[config.mk]
export PLATFORM = sky130hd
export DESIGN_NAME = hs_unit_debounce
export DESIGN_NICKNAME = d
export VERILOG_FILES = /design/src/rtl/hs_unit_debounce.sv
export SDC_FILE = /design/constraint.sdc
export NUM_CORES = 1
export LEC_CHECK = 0
export BUFFER_PORTS_ARGS = -buffer_cell sky130_fd_sc_hd__buf_2
export CAP_MARGIN = 20
export CORE_AREA = 5 5 42 44
export CTS_CLUSTER_SIZE = 12
export DETAILED_ROUTE_END_ITERATION = 12
export DIE_AREA = 0 0 47 49
export SETUP_SLACK_MARGIN = 0.3
export SYNTH_ARGS = -nofsm -noshare
export SYNTH_HDL_FRONTEND = slang
export SYNTH_SLANG_ARGS = --single-unit
export TNS_END_PERCENT = 100
[constraint.sdc]
create_clock -name clk -period 3.4 [get_ports clk]
set_input_delay 0.34 -clock clk [delete_from_list [all_inputs] [get_ports clk]]
set_output_delay 0.34 -clock clk [all_outputs]
set_load 0.02 [all_outputs]
[src/rtl/hs_unit_debounce.sv]
// Synchronizing debouncer: flop-chain sync, then a level is accepted
// only after DEBOUNCE_CYCLES consecutive differing samples.
//
// Ports:
//   clk         clock
//   aresetn     async active-low reset (sync release expected upstream)
//   signal_in   raw level, asynchronous to clk
//   glitch_clr  1-cycle pulse, clears glitch_flag
//   signal_out  debounced level, registered
//   busy        high while a candidate change is being qualified
//   glitch_flag sticky, set when a candidate change is rejected
module hs_unit_debounce #(
  parameter int   SYNC_STAGES     = 2,
  parameter int   DEBOUNCE_CYCLES = 16,
  parameter logic RESET_VALUE     = 1'b0
) (
  input  logic clk,
  input  logic aresetn,
  input  logic signal_in,
  input  logic glitch_clr,
  output logic signal_out,
  output logic busy,
  output logic glitch_flag
);

  localparam int CW =
    (DEBOUNCE_CYCLES > 2) ? $clog2(DEBOUNCE_CYCLES) : 1;
  localparam logic [CW-1:0] CNT_MAX =
    CW'(DEBOUNCE_CYCLES - 1);
  localparam logic [CW-1:0] CNT_ONE = CW'(1);

  typedef enum logic {
    STABLE = 1'b0,
    CHECK  = 1'b1
  } state_t;

  state_t                 state;
  logic [CW-1:0]          cnt;
  logic [SYNC_STAGES-1:0] sync;
  logic                   sig_sync;

  always_ff @(posedge clk or negedge aresetn) begin
    if (!aresetn) begin
      sync <= {SYNC_STAGES{RESET_VALUE}};
    end else begin
      sync <= {sync[SYNC_STAGES-2:0], signal_in};
    end
  end

  assign sig_sync = sync[SYNC_STAGES-1];

  always_ff @(posedge clk or negedge aresetn) begin
    if (!aresetn) begin
      state       <= STABLE;
      cnt         <= '0;
      signal_out  <= RESET_VALUE;
      glitch_flag <= 1'b0;
    end else begin
      // An abort below overrides this clear in the same cycle.
      if (glitch_clr) begin
        glitch_flag <= 1'b0;
      end
      unique case (state)
        STABLE: begin
          cnt <= '0;
          if (sig_sync != signal_out) begin
            if (DEBOUNCE_CYCLES == 1) begin
              signal_out <= sig_sync;
            end else begin
              state <= CHECK;
              cnt   <= CNT_ONE;
            end
          end
        end
        CHECK: begin
          if (sig_sync == signal_out) begin
            state       <= STABLE;
            cnt         <= '0;
            glitch_flag <= 1'b1;
          end else if (cnt == CNT_MAX) begin
            state      <= STABLE;
            cnt        <= '0;
            signal_out <= sig_sync;
          end else begin
            cnt <= cnt + 1'b1;
          end
        end
        default: begin
          state <= STABLE;
          cnt   <= '0;
        end
      endcase
    end
  end

  assign busy = (state == CHECK);

endmodule

Word-level counts from Yosys, hierarchy flattened
Cells that the tools add are included.
Operators by class
  reductions and logical operators: 1
  add/subtract/negate cells: 1
  bitwise operators: 2
  mux-type cells: 11
  eq/ne operators: 3
Operators with widths (count)
  two-way mux 4 bit: 2
  case mux 4 bit (2 select lines): 1
  two-way mux 1 bit: 7
  adder 4 x 1 -> 4 bit, second input constant: 1
  == test 4 bit, second input constant: 1
  AND reduction 3 bit: 1
  NOT 1 bit: 2
  case mux 1 bit (2 select lines): 1
  == test 1 bit: 1
  inequality test 1 bit: 1
Storage, ports and cells
  output and inout port bits: 3
  register bits: 9
  bits of input ports: 4
  logic and storage cells: 23

Depth between registers and ports, before layout
Gate-level depths: netlist of the first run.
  depth after elaboration: 4
  depth in mapped cells: 3
  depth with buffers taken out: 3

Worst setup path before layout of the first run
Ideal clock, no wire load.
  kind: register -> register
  start point: register cnt[0]
  end point: register cnt[3]
  path buffers: 0
  library setup time: 0.111 ns
  stages on the path, launching flop included: 4
  data required time: 3.289 ns
  period minus slack after synthesis: 1.224 ns
  data arrival time: 1.112 ns
  setup slack: 2.176 ns
  cells stage by stage: dfrtp_1 -> ha_1 -> a21o_1 -> a2111oi_2
Between the ends
  longest elaborated chain between the ends: 4
  elaborated cells on any way between the ends: 5
  those cells by class: add/sub (1); eq/ne (1); mux (3)
RTL lines
  start, declared: line 38  | logic [CW-1:0] cnt;
  start signal, assigned: line 85  | cnt <= cnt + 1'b1;
  adder 4 x 1 -> 4 bit / == test 4 bit (equally long branches): line 85, 80
  two-way mux 4 bit *: line 80  | end else if (cnt == CNT_MAX) begin
  two-way mux 4 bit *: line 76  | if (sig_sync == signal_out) begin
  case mux 4 bit (2 select lines) *: line 63  | unique case (state)
Every way passes the cells marked *; elsewhere a longest branch is shown, timed or not.
A chain may end at the register's enable or synchronous reset.

Final worst setup path of the first run
Ends and elaborated chain as after synthesis.

==> metrics.txt, run 1 <==
Critical Path Max Stage Delay=0.41 ns; CP Data Required Time=3.54 ns; CTS Sinks=9; crit path cell chain=ha_1 -> a21o_1 -> a2111oi_2; syn_area_per_cell=14.00 sq um; Tot GR Track Use=7.194%; Async SR Flop Fraction=100.0%; leakage=0.2200 nW; FMAX=749.7 MHz; global-route wire length before repair=1.097 mm; area leader, netlist=dfrtp_1; Setup CP Type=flop to flop; Worst Path Buf+Inv=0; TritonCTS Buffers=3; Max-slew headroom=78.18%; fill count=between 150 and 200; slowest CP cell=dfrtp_1; Core Util, Final=32.14%; Port-buffer cells=6; initial drt markers=0; worst hold path type=primary input to flop; DR DRC count=0; MaxCap Viol Count=0; Placeable Area=0.001401 sq mm; CTS tree=built; Site Rows=14; initial antenna violation count=0; Sum Neg Setup Slack=0 ns; Synth top area share=61.86%; final setup fails=0; Die W=47 microns; Setup crit end kind=flop; DR WL/cell=11.68 microns; CTS clk-pin slew, worst paths=0.06 ns; Synth Flop Type=dfrtp_1; antenna cells=0; Vias=229; die area=0.002303 sq mm; grt total ovfl=0; Root Buffer=clkbuf_4; Post-Syn Nets=31; fin crit share=39.23%; Post-Synthesis Cells=26; Routability Congestion=0.7213; CP Max Fanout=4; Area Overhead vs Synth=23.71%; fin crit period=1.334 ns; most frequent cell after synthesis=dfrtp_1; status=complete, no violations; Max VDD drop=approximately 0.18 mV; worst-margin pin slew=roughly 0.33 ns; fin. max-slew vios=0; dpl ws=2.086 ns; commonest cells in the netlist=dfrtp_1 (9), inv_1 (2); clock skew=0.004402 ns; RSZ-0062 raised after global routing=no; Worst Setup SP=cnt[0]; layout cells sized above 1=35.14%; number of synthesized register bits=9; Skew-Pair Late Insertion Delay=0.25 ns; synth top area cells=dfrtp_1 (62%), xnor2_2 (4.5%), a2111oi_2 (4.1%), ha_1 (3.4%), mux2_2 (3.1%); drt pass-1 iters=1; Die Ht=49 microns; Final ANT Viol Nets=0; worst reg2reg path startpoint=cnt[0]; Finished Cell Area=450.4 sq um; final WL=a little over 600 microns; min-delay src=signal_in; critical path arrival=1.47 ns; number of global-route vias before repair=255; largest net degree at the start of global routing=10; post-synthesis cell area=around 360 sq um; DP Area=414.1 sq um; Startpoint Class=flop; Synth Warn #=0; dpl hpwl=~460 microns; Cell variety after synth=17; final hold violation count=0; CTS H-tree lvls=1; largest delay contributor family on the critical path=compound AO/OA/AOI/OAI gates; Post-synth EDFFs=0; post-CTS setup-driven buffer insertion count=0; Clock Tree Buf Depth=2; # IOs=7; Seq/Total Area, Yosys=61.86%; fin nets=43; Initial Utilization=25.98%; total power=~0.21 mW; vias per inst=4.321; Pwr per Cell Area=approximately 470 mW/mm^2; final setup margin=2.066 ns
==> power by group <==
group | total, mW | internal (mW) | switching [mW]
registers | 0.115 | 0.112 | 0.00363
logic | 0.0167 | 0.00757 | 0.00912
clock network | 0.0796 | 0.0451 | 0.0346
total | 0.212 | 0.164 | 0.0473
==> worst reg2reg max path: stages (launching register included) <==
cell and delay [ns]:
dfrtp_1 0.41, ha_1 0.26, a21o_1 0.18, a2111oi_2 0.37
==> state kept, by name, summed over array words and instances, names as in the netlist <==
| register | cells |
|---|---|
| sync | 2 |
| glitch_flag | 1 |
| cnt | 4 |
| busy | 1 |
| signal_out | 1 |
==> logic make-up (layout without fill, tap and decap cells) <==
logic type | after synthesis | after routing | share of synthesized area [%]
compound gates | 6 | 6 | 14.09
xor+xnor | 2 | 2 | 6.875
fa+ha+maj | 1 | 1 | 3.436
buf+inv | 2 | 13 | 2.063
flops | 9 | 9 | 61.86
mux | 1 | 1 | 3.093
simple gates | 5 | 5 | 8.594
==> metrics by stage <==
step	std cells	hold slack, ns
floorplan	26	0.04441
global placement	48	0.2019
detailed placement	48	0.1994
CTS	53	0.1718
global route	53	0.1725
finish	53	0.1876
==> metal layers <==
metal	up-vias	part of all wire, %	track usage [%]
met5	-	0	0
met4	0	0	5.530
met3	0	3.2	3.321
met2	3	55	11.09
met1	110	42	7.062
li1	116	-	-
==> layout by cell type (no fill, tap or decap), drive strengths merged <==
cell type and n:
a21o 1, a2111oi 1, a31o 1, dlygate4sd3 1
a31oi 1, a22o 1, clkbuf 4, a21oi 1
nor2b 1, nand4 1, nor3b 1, inv 2
and2 1, xnor2 2, mux2 1, buf 6
ha 1, nor3 1, dfrtp 9
==> worst paths after layout <==
path	end	cells past startpoint	slack, ns
max in group asynchronous	cnt[0]	2	2.76
min	sync[0]	1	0.19
min reg2reg	sync[1]	0	0.35
max	cnt[3]	3	2.07
max reg2reg	cnt[3]	3	2.07
min in group asynchronous	sync[0]	2	0.46
==> what timing repair did <==
item,CTS,global route
resized for setup,0,0
hold endpoints to repair,9,0
hold buffers,1,0
==> cell type report <==
type	count	area, sq um	share of cell area, %
Sequential cell	9	225.2	50.00
Multi-Input combinational cell	15	131.4	29.17
Timing Repair Buffer	7	40.04	8.889
Clock buffer	4	26.28	5.833
Tap cell	16	20.02	4.444
Inverter	2	7.507	1.667
No activity file was read; power rests on OpenSTA's default activity.
==> run 2, diff against run 1 <==
--- a/config.mk
+++ b/config.mk
@@ -5,6 +5,7 @@
 export SDC_FILE = /design/constraint.sdc
 export NUM_CORES = 1
 export LEC_CHECK = 0
+export ABC_AREA = 1
 export BUFFER_PORTS_ARGS = -buffer_cell sky130_fd_sc_hd__buf_2
 export CAP_MARGIN = 20
 export CORE_AREA = 5 5 42 44
==> constraint.sdc (replaced) <==
create_clock -name clk -period 1.15 [get_ports clk]
set_input_delay 0.115 -clock clk [delete_from_list [all_inputs] [get_ports clk]]
set_output_delay 0.115 -clock clk [all_outputs]
set_load 0.02 [all_outputs]
==> metrics.txt, run 2 <==
critical path arrival=0.84 ns; initial antenna violation count=0; NetSw=between 0.15 and 0.2 mW; max reg flops=4; clock skew=approximately 0.0043 ns; leading registers by flop count=cnt (4), sync (2); worst-margin pin slew=0.2092 ns; initial drt markers=6; fin. max-slew vios=0; Vias=between 300 and 400; Die W=around 47 microns; fill count=147; dpl hpwl=479.8 microns; post-synthesis cell area=370.4 sq um; # IOs=7; number of global-route vias before repair=about 340; most common cell after layout, fill and taps aside=dfrtp_1; Worst Setup SP=busy; number of synthesized register bits=9; Post-Synthesis Cells=a little over 40; Synth Warn #=0; commonest cells in the netlist=nand2_1 (11), dfrtp_1 (9), inv_1 (8); crit path cell chain=buf_2; Tot GR Track Use=8.327%; Placeable Area=0.001401 sq mm; Setup crit end kind=output port; Port-buffer cells=6; area leader, netlist=dfrtp_1; Skew-Pair Late Insertion Delay=0.26 ns; CTS Sinks=9; Worst Hold Path Cells=2; Clock Tree Buf Depth=2; sw frac=about a quarter; Cell variety after synth=9; DR WL/cell=9.822 microns; Critical Path Max Stage Delay=0.41 ns; largest net degree at the start of global routing=10; final hold violation count=0; Root Buffer=clkbuf_4; Initial Utilization=26.43%; Routability Congestion=0.7603; Setup CP Type=flop to output port; die area=0.002303 sq mm; drt pass-1 iters=4; Post-Syn Nets=46; synth top area cells=dfrtp_1 (61%), nand2_1 (11%), inv_1 (8.1%), nor2_1 (5.1%), nand3_1 (4.1%); worst hold path type=primary input to flop; RSZ-0062 raised after global routing=yes; DR DRC count=0; Site Rows=14; largest delay contributor family on the critical path=flip-flops; Startpoint Class=flop; CTS tree=built; Final ANT Viol Nets=0; fin nets=63; worst r2r path cells=4; R2R Setup Slk=roughly 0.22 ns; antenna cells=0; final setup fails=0; most flop-heavy register=cnt; leakage=around 0.27 nW; FMAX=1047 MHz; Int Pwr=0.5039 mW; Async SR Flop Fraction=100.0%; TritonCTS Buffers=3; Synth top area share=between 60% and 70%; Sum Neg Setup Slack=0 ns; Max-slew headroom=86.05%; Pwr per Cell Area=between 1000 and 1500 mW/mm^2; layout cells sized above 1=38.60%; Worst Path Buf+Inv=1; grt total ovfl=0; CP Data Required Time=between 1 and 1.5 ns; most frequent cell after synthesis=nand2_1; fin crit share=83.07%; Layout Cells excl Fill=73; power share of the combinational group=11.8%; CTS clk-pin slew, worst paths=0.06 ns; Synth Flop Type=dfrtp_1; Max VDD drop=0.5513 mV; Seq/Total Area, Yosys=roughly three fifths; Post-synth EDFFs=0; worst reg2reg path startpoint=cnt[1]; Inst Count DP=63; MaxCap Viol Count=0; min-delay src=glitch_clr; fin crit period=0.9554 ns; CP Max Fanout=2; CTS H-tree lvls=1; Die Ht=49 microns; slowest CP cell=dfrtp_1; Area Overhead vs Synth=48.31%; syn_area_per_cell=between 9 and 10 sq um; clock share of power=36.5%; global-route wire length before repair=1.304 mm; final WL=717 microns; Hold EP=glitch_flag; RR Endpoint=cnt[0]; commonest cells after routing, fill and taps aside=dfrtp_1 (8), nand2_1 (7), inv_1 (7), nor2_1 (4), buf_2 (4); Reg power frac=51.7%; status=complete, no violations; vias per inst=4.411
-- run 2: cell count changes in the layout (fill, tap and decap cells not counted), sizes merged, moves of 3 or more --
cell	change
buf	+4
inv	+6
nand2	+11
nand3	+3
nor2	+5
-- run 2: kinds of logic (layout without fill, tap and decap cells) --
group | after synthesis | count (layout) | share of synthesized area, %
flip-flops | 9 | 9 | 60.81
XOR/XNOR | 1 | 1 | 2.365
AND/OR/NAND/NOR | 21 | 21 | 23.65
buffers and inverters | 8 | 24 | 8.108
adder cells (fa/ha/maj) | 1 | 1 | 3.378
AO/OA/AOI/OAI | 1 | 1 | 1.690
-- run 2: final cells by class --
| class | instances | area, sq um | share of cell area [%] |
|---|---|---|---|
| Tap cell | 16 | 20.02 | 3.645 |
| Multi-Input combinational cell | 24 | 150.1 | 27.33 |
| Clock buffer | 4 | 26.28 | 4.784 |
| Timing Repair Buffer | 12 | 96.34 | 17.54 |
| Inverter | 8 | 30.03 | 5.467 |
| Sequential cell | 9 | 226.5 | 41.23 |
-- run 2: what timing repair did --
item / 4_1_cts / 5_1_grt
hold endpoints to repair: 10 / 0
setup endpoints to repair: 9 / 10
buffers inserted: 3 / 1
pin swaps: 4 / 4
hold buffers: 2 / 0
gates resized for setup: 4 / 8
-- run 2: how the worst max path moves through the flow --
stage                 endpoint  slack (ns)  cells past startpoint
global route              busy        0.15                      4
floorplan           signal_out        0.25                      5
CTS                     cnt[0]        0.19                      4
finish                    busy        0.19                      1
detailed placement  signal_out        0.19                      5
global placement    signal_out        0.20                      5
-- run 2: layer usage --
| layer | global-route usage (%) | part of all wire, % |
|---|---|---|
| met1 | 9.318 | 42 |
| met4 | 8.295 | 4.5 |
| met5 | 0 | 0 |
| met3 | 2.214 | 6.4 |
| met2 | 11.76 | 47 |
-- run 2: power by group through the flow --
stage / logic (mW) / clock network, mW / registers (mW)
after floorplan: 0.0212 / 0 / 0.352
after global placement: 0.0475 / 0 / 0.347
after detailed placement: 0.0475 / 0 / 0.348
after CTS: 0.0685 / 0.253 / 0.340
after global routing: 0.0892 / 0.271 / 0.343
final: 0.0778 / 0.241 / 0.341
-- run 2: metrics by stage --
| step | power (mW) | setup slack, ns | hold WS, ns | utilization, % | instance area, sq um |
|---|---|---|---|---|---|
| floorplan | 0.3737 | 0.2497 | -0.1806 | - | 386.6 |
| global placement | 0.3949 | 0.1988 | -0.02488 | 31.16 | 436.7 |
| detailed placement | 0.3957 | 0.1908 | -0.02401 | 31.16 | 436.7 |
| CTS | 0.6619 | 0.1938 | 0.03057 | 36.96 | 518.0 |
| global route | 0.7030 | 0.1470 | 0.04870 | 39.20 | 549.3 |
| finish | 0.6600 | 0.1946 | 0.03530 | 39.20 | 549.3 |
